$ cat src/rtl/mux_scan_pkg.sv
// Shared types and constants for the multi-channel scanning selector.
package mux_scan_pkg;

   typedef enum logic [1:0] {
      IDLE  = 2'd0,
      DWELL = 2'd1,
      WAIT  = 2'd2
   } scan_state_t;

   localparam logic MODE_MANUAL = 1'b0;
   localparam logic MODE_SCAN   = 1'b1;

endpackage

$ cat src/rtl/mux_out_slice.sv
// Single-entry output register with a valid/ready handshake toward the consumer.
module mux_out_slice #(
   parameter int W    = 8,
   parameter int SELW = 2
) (
   input  logic            clk,
   input  logic            rst_n,
   input  logic            load,
   input  logic [W-1:0]    load_data,
   input  logic [SELW-1:0] load_ch,
   input  logic            out_ready,
   output logic [W-1:0]    out_data,
   output logic [SELW-1:0] out_ch,
   output logic            out_valid,
   output logic            slot_free
);

   // Handshake: a sample transfers on any cycle with out_valid & out_ready; while
   // out_valid is high and out_ready low, out_data/out_ch hold stable. The slot is
   // free (may be reloaded) when empty or being drained this cycle.
   logic [W-1:0]    data_q, data_d;
   logic [SELW-1:0] ch_q, ch_d;
   logic            valid_q, valid_d;

   assign slot_free = !valid_q || out_ready;

   always_comb begin
      data_d  = data_q;
      ch_d    = ch_q;
      valid_d = valid_q;
      if (load && slot_free) begin
         data_d  = load_data;
         ch_d    = load_ch;
         valid_d = 1'b1;
      end else if (out_ready) begin
         valid_d = 1'b0;
      end
   end

   always_ff @(posedge clk or negedge rst_n) begin
      if (!rst_n) begin
         data_q  <= '0;
         ch_q    <= '0;
         valid_q <= 1'b0;
      end else begin
         data_q  <= data_d;
         ch_q    <= ch_d;
         valid_q <= valid_d;
      end
   end

   assign out_data  = data_q;
   assign out_ch    = ch_q;
   assign out_valid = valid_q;

endmodule

$ cat src/rtl/mux_scan_seq.sv
// NCH:1 channel selector with MANUAL select and SCAN round-robin sweep modes,
// feeding a registered valid/ready output slot.
module mux_scan_seq
   import mux_scan_pkg::*;
#(
   parameter  int W       = 8,
   parameter  int NCH     = 4,
   parameter  int DWELL_W = 8,
   localparam int SELW    = (NCH > 1) ? $clog2(NCH) : 1
) (
   input  logic               clk,
   input  logic               rst_n,
   input  logic [NCH*W-1:0]   ch_data,
   input  logic               mode,
   input  logic [SELW-1:0]    sel,
   input  logic [DWELL_W-1:0] dwell,
   input  logic               start,
   output logic [W-1:0]       out_data,
   output logic [SELW-1:0]    out_ch,
   output logic               out_valid,
   input  logic               out_ready,
   output logic               busy,
   output logic               sel_err,
   output scan_state_t        dbg_state
);

   localparam logic [SELW-1:0] LAST_CH = SELW'(NCH - 1);
   localparam logic [SELW:0]   NCH_W   = (SELW + 1)'(NCH);

   scan_state_t        state_q, state_d;
   logic [DWELL_W-1:0] cnt_q, cnt_d;
   logic [DWELL_W-1:0] dwl_q, dwl_d;
   logic [SELW-1:0]    ch_q, ch_d;

   logic               slot_free;
   logic               load;
   logic [SELW-1:0]    cap_idx;
   logic [W-1:0]       cap_data;
   logic               sel_ok;
   logic               sel_err_c;

   assign sel_ok   = ({1'b0, sel} < NCH_W);
   // cap_idx is only ever sel when sel_ok, or ch_q which never exceeds LAST_CH.
   assign cap_data = ch_data[32'(cap_idx)*W +: W];

   always_ff @(posedge clk or negedge rst_n) begin
      if (!rst_n) begin
         state_q <= IDLE;
         cnt_q   <= '0;
         dwl_q   <= '0;
         ch_q    <= '0;
      end else begin
         state_q <= state_d;
         cnt_q   <= cnt_d;
         dwl_q   <= dwl_d;
         ch_q    <= ch_d;
      end
   end

   always_comb begin
      state_d = state_q;
      cnt_d   = cnt_q;
      dwl_d   = dwl_q;
      ch_d    = ch_q;
      case (state_q)
         IDLE: begin
            if (mode == MODE_SCAN && start) begin
               dwl_d   = dwell;
               cnt_d   = dwell;
               ch_d    = '0;
               state_d = DWELL;
            end
         end
         DWELL, WAIT: begin
            if (state_q == DWELL && cnt_q != '0) begin
               cnt_d = cnt_q - DWELL_W'(1);
            end else if (slot_free) begin
               // Capture happens this cycle; step to the next channel or finish.
               if (ch_q == LAST_CH) begin
                  ch_d    = '0;
                  state_d = IDLE;
               end else begin
                  ch_d    = ch_q + SELW'(1);
                  cnt_d   = dwl_q;
                  state_d = DWELL;
               end
            end else begin
               state_d = WAIT;
            end
         end
         default: state_d = IDLE;
      endcase
   end

   always_comb begin
      load      = 1'b0;
      cap_idx   = ch_q;
      sel_err_c = 1'b0;
      case (state_q)
         IDLE: begin
            if (mode == MODE_MANUAL) begin
               if (sel_ok) begin
                  cap_idx = sel;
                  load    = slot_free;
               end else begin
                  sel_err_c = 1'b1;
               end
            end
         end
         DWELL:   load = (cnt_q == '0) && slot_free;
         WAIT:    load = slot_free;
         default: load = 1'b0;
      endcase
   end

   assign busy      = (state_q != IDLE);
   assign sel_err   = sel_err_c && rst_n;
   assign dbg_state = state_q;

   mux_out_slice #(
      .W    (W),
      .SELW (SELW)
   ) u_out (
      .clk       (clk),
      .rst_n     (rst_n),
      .load      (load),
      .load_data (cap_data),
      .load_ch   (cap_idx),
      .out_ready (out_ready),
      .out_data  (out_data),
      .out_ch    (out_ch),
      .out_valid (out_valid),
      .slot_free (slot_free)
   );

endmodule

$ cat config.mk
export PLATFORM = sky130hd
export DESIGN_NAME = mux_scan_seq
export DESIGN_NICKNAME = d
export VERILOG_FILES = /design/src/rtl/mux_scan_pkg.sv /design/src/rtl/mux_out_slice.sv /design/src/rtl/mux_scan_seq.sv
export SDC_FILE = /design/constraint.sdc
export NUM_CORES = 1
export LEC_CHECK = 0
export CORE_MARGIN = 2
export CORE_UTILIZATION = 50
export DETAILED_ROUTE_END_ITERATION = 10
export PLACE_DENSITY = 0.95
export REMOVE_ABC_BUFFERS = 1
export SYNTH_ARGS = -nofsm -noshare
export SYNTH_HDL_FRONTEND = slang
export SYNTH_SLANG_ARGS = --single-unit
$ cat constraint.sdc
create_clock -name clk -period 5.24 [get_ports clk]
set_input_delay 1.048 -clock clk [delete_from_list [all_inputs] [get_ports clk]]
set_output_delay 1.048 -clock clk [all_outputs]
set_load 0.1 [all_outputs]
==> run_results.csv <==
group,metric,value,unit
status,outcome,"completed",
floorplanning,die_ar,0.00442,mm2
timing,finalSetupViolCount,0,
global_routing,groute.usage.overall,0.267,
cts,clock-sinks,31,
timing,final-max-slew-violation-count,0,
global_routing,grt_pass1_wl,8350,um
layout,insertedDiodeCount,0,
critical_path,timing.critical_path.fanout_max,6,
floorplanning,dieHeight,66.5,um
critical_path,critical_path.startpoint_type,"flip-flop",
critical_path,r2r_start,"dbg_state[1]",
placement,place_ws,2.01,ns
synth,synth_top_area_share,0.397,
critical_path,crit_buf_inv,3,
synth,post_synth_main_area_contributors,"sky130_fd_sc_hd__dfrtp_1, sky130_fd_sc_hd__mux4_2, sky130_fd_sc_hd__mux2_4",
floorplanning,start_util,0.526,
layout,fillCellCount,256,
critical_path,slowest_stage_cell_on_the_critical_path,"sky130_fd_sc_hd__clkdlybuf4s50_1",
critical_path,cpLargestDelayFamily,"buffers and inverters",
drt,wl_per_cell,19.0,um
synth,ys_seq_area_frac,0.397,
timing,final_hold_viol_count,0,
cts,cts-resized-gates,0,
placement,numPortBuffers,60,
worst_hold_path,worstHoldPathCells,1,
critical_path,reg2regPathDepth,6,
floorplanning,core_ar,0.00372,mm2
timing,finalClockSkew,0.00728,ns
worst_hold_path,worst_min_delay_path_category,"flip-flop to flip-flop",
drt,routed_vias_inst,6.02,
timing,min_period,3.42,ns
placement,gp_congestion,0.845,
synth,netlist-cell-type-count,46,
synth,ys_seq_elements,31,
synth,synth-edff-count,0,
timing,final.setup.tns,0,ns
cts,clk_path_buf_depth,2,
drt,remaining_drc_errors,0,
synth,synth_largest_area_cell,"sky130_fd_sc_hd__dfrtp_1",
global_routing,maximum_number_of_pins_on_one_net_before_global_route_repair,32,
critical_path,worst_path_most_repeated_cell,"sky130_fd_sc_hd__inv_1",
timing,grt_setup_unrepaired,"no",
floorplanning,die_w,66.5,um
drt,drt_pre_antenna_iters,4,
critical_path,critPathMaxStageDelay,1.14,ns
timing,maxClockFrequency,0.292,GHz
synth,ys.flop_type,"sky130_fd_sc_hd__dfrtp_1",
cts,cts_hold_buffers,0,
critical_path,r2r-end,"cnt_q[6]",
drt,drt-initial-drc-count,175,
layout,flow.area_growth_from_synthesis,37.9,%
run,drv_cap,0,
placement,postPlaceCellArea,0.00258,mm2
layout,post_route_cells_drive_above_1_share,0.178,
synth,ys_warn_count,0,
worst_hold_path,worstHoldEndpoint,"dwl_q[3]",
cts,cts_setup_buffers,0,
layout,layout.nets,289,
drt,ant_nets,0,
critical_path,worstPathCellList,"inv_1 > ha_1 > inv_1 > clkdlybuf4s50_1",
critical_path,worst_setup_path_end_kind,"primary output",
timing,layout_setup_ws,1.82,ns
synth,synth.avg_cell_area,11.2,um2
drt,detail_route.wirelength,5400,um
critical_path,worstSetupPathDepth,4,
cts,htreeDepth,2,
timing,slew-limit-headroom,0.330,
critical_path,timing.critical_path.arrival,2.37,ns
cts,tritoncts,"done",
cts,clk_latency_worst_skew_pair,0.28,ns
floorplanning,num_io_pins,62,
global_routing,antenna_found_initial,0,
placement,dp.final_hpwl,3970,um
timing,final.period_utilization,0.653,
global_routing,grt_pass1_vias,1746,
synth,ys_async_sr_fraction,1.00,
layout,final_design_area_no_fill,0.00269,mm2
synth,mappedNetlistArea,0.00195,mm2
cts,cts_buffers,5,
global_routing,overflow,0,
drt,route.vias.total,1710,
critical_path,timing.critical_path.required,4.19,ns
synth,post_synthesis_cells,174,
worst_hold_path,worst_hold_startpoint,"dwl_q[3]",
timing,worstMarginPinSlew,1.00,ns
cts,clkSlewWorstSetupHoldPaths,0.07,ns
floorplanning,placementRows,22,
critical_path,criticalPathCategory,"flip-flop to primary output",
critical_path,r2r_slack,2.62,ns
cts,root_buffer,"sky130_fd_sc_hd__clkbuf_8",
timing,whs,0.508,ns
## cells in the final DEF (no fill, tap or decap), types with 2 or more instances in the layout
master | synthesis | layout
sky130_fd_sc_hd__nand2_1 | 12 | 12
sky130_fd_sc_hd__ha_1 | 7 | 7
sky130_fd_sc_hd__a31oi_1 | 5 | 5
sky130_fd_sc_hd__a21oi_1 | 7 | 7
sky130_fd_sc_hd__nor2_1 | 7 | 7
sky130_fd_sc_hd__nor3_1 | 6 | 6
sky130_fd_sc_hd__clkbuf_8 | 0 | 6
sky130_fd_sc_hd__inv_1 | 11 | 11
sky130_fd_sc_hd__o22a_1 | 2 | 2
sky130_fd_sc_hd__a21boi_1 | 2 | 2
sky130_fd_sc_hd__dfrtp_1 | 31 | 31
sky130_fd_sc_hd__or3_1 | 3 | 3
sky130_fd_sc_hd__nand2b_1 | 2 | 2
sky130_fd_sc_hd__nand3_1 | 3 | 3
sky130_fd_sc_hd__mux4_2 | 8 | 8
sky130_fd_sc_hd__o22ai_1 | 2 | 2
sky130_fd_sc_hd__mux2_4 | 11 | 11
sky130_fd_sc_hd__o21ai_0 | 15 | 15
sky130_fd_sc_hd__a211oi_1 | 2 | 2
sky130_fd_sc_hd__mux2_2 | 7 | 7
sky130_fd_sc_hd__clkdlybuf4s50_1 | 0 | 60
## synthesized netlist by cell type (2+ instances only)
master and number:
sky130_fd_sc_hd__nand2_1 12, sky130_fd_sc_hd__nand3_1 3, sky130_fd_sc_hd__a211oi_1 2, sky130_fd_sc_hd__mux2_4 11
sky130_fd_sc_hd__nor3_1 6, sky130_fd_sc_hd__o22a_1 2, sky130_fd_sc_hd__o22ai_1 2, sky130_fd_sc_hd__ha_1 7
sky130_fd_sc_hd__clkbuf_1 4, sky130_fd_sc_hd__a31oi_1 5, sky130_fd_sc_hd__nand2b_1 2, sky130_fd_sc_hd__or3_1 3
sky130_fd_sc_hd__nor2_1 7, sky130_fd_sc_hd__dfrtp_1 31, sky130_fd_sc_hd__o21ai_0 15, sky130_fd_sc_hd__mux2_2 7
sky130_fd_sc_hd__inv_1 11, sky130_fd_sc_hd__buf_6 2, sky130_fd_sc_hd__mux4_2 8, sky130_fd_sc_hd__a21oi_1 7
sky130_fd_sc_hd__a21boi_1 2
## area by class of cell
class	instances	area (um2)	share of cell area
clock buffer	6	82.6	0.0307
clock inverter	2	35.0	0.0130
inverter	11	41.3	0.0153
multi-input combinational	125	1090	0.405
sequential	31	776	0.288
tap	48	60.1	0.0223
timing repair buffer	61	608	0.226
## cell families (layout without fill, tap and decap cells)
group / count (synthesis) / count (layout) / share of synthesized area
compound gates: 47 / 47 / 0.160
simple gates: 42 / 42 / 0.125
flops: 31 / 31 / 0.397
mux: 27 / 27 / 0.222
buf+inv: 18 / 80 / 0.0442
fa+ha+maj: 7 / 7 / 0.0448
other cells: 1 / 1 / 0.00192
xor+xnor: 1 / 1 / 0.00449
## flip-flops by register name (all words and copies together) (netlist names)
signal           flops
u_out.out_valid      1
u_out.out_ch         2
dbg_state            2
ch_q                 2
u_out.out_data       8
cnt_q                8
dwl_q                8
## how the worst max path moves through the flow
stage                       startpoint        to  slack [ns]
final                     dbg_state[0]      busy        1.82
after global routing      dbg_state[0]      busy        1.74
after CTS                 dbg_state[0]      busy        1.82
after detailed placement          mode  cnt_q[2]        2.01
after global placement            mode  cnt_q[6]        2.09
after floorplan           dbg_state[0]  cnt_q[6]        2.14
## per-stage QoR
step / std cells / util
2_1_floorplan: 167 / -
3_5_place_dp: 276 / 0.693
3_3_place_gp: 276 / 0.693
6_report: 284 / 0.725
5_1_grt: 284 / 0.725
4_1_cts: 284 / 0.725
## metal layers
metal	vias to the layer above	GRT usage	wire [um]
li1	776	-	-
met1	839	0.305	1980
met2	70	0.444	2930
met3	25	0.0794	269
met4	0	0.148	220
met5	-	0	0
Power is not shown: default switching activity piles up to over one toggle a cycle in this logic, so the estimate is an artifact.
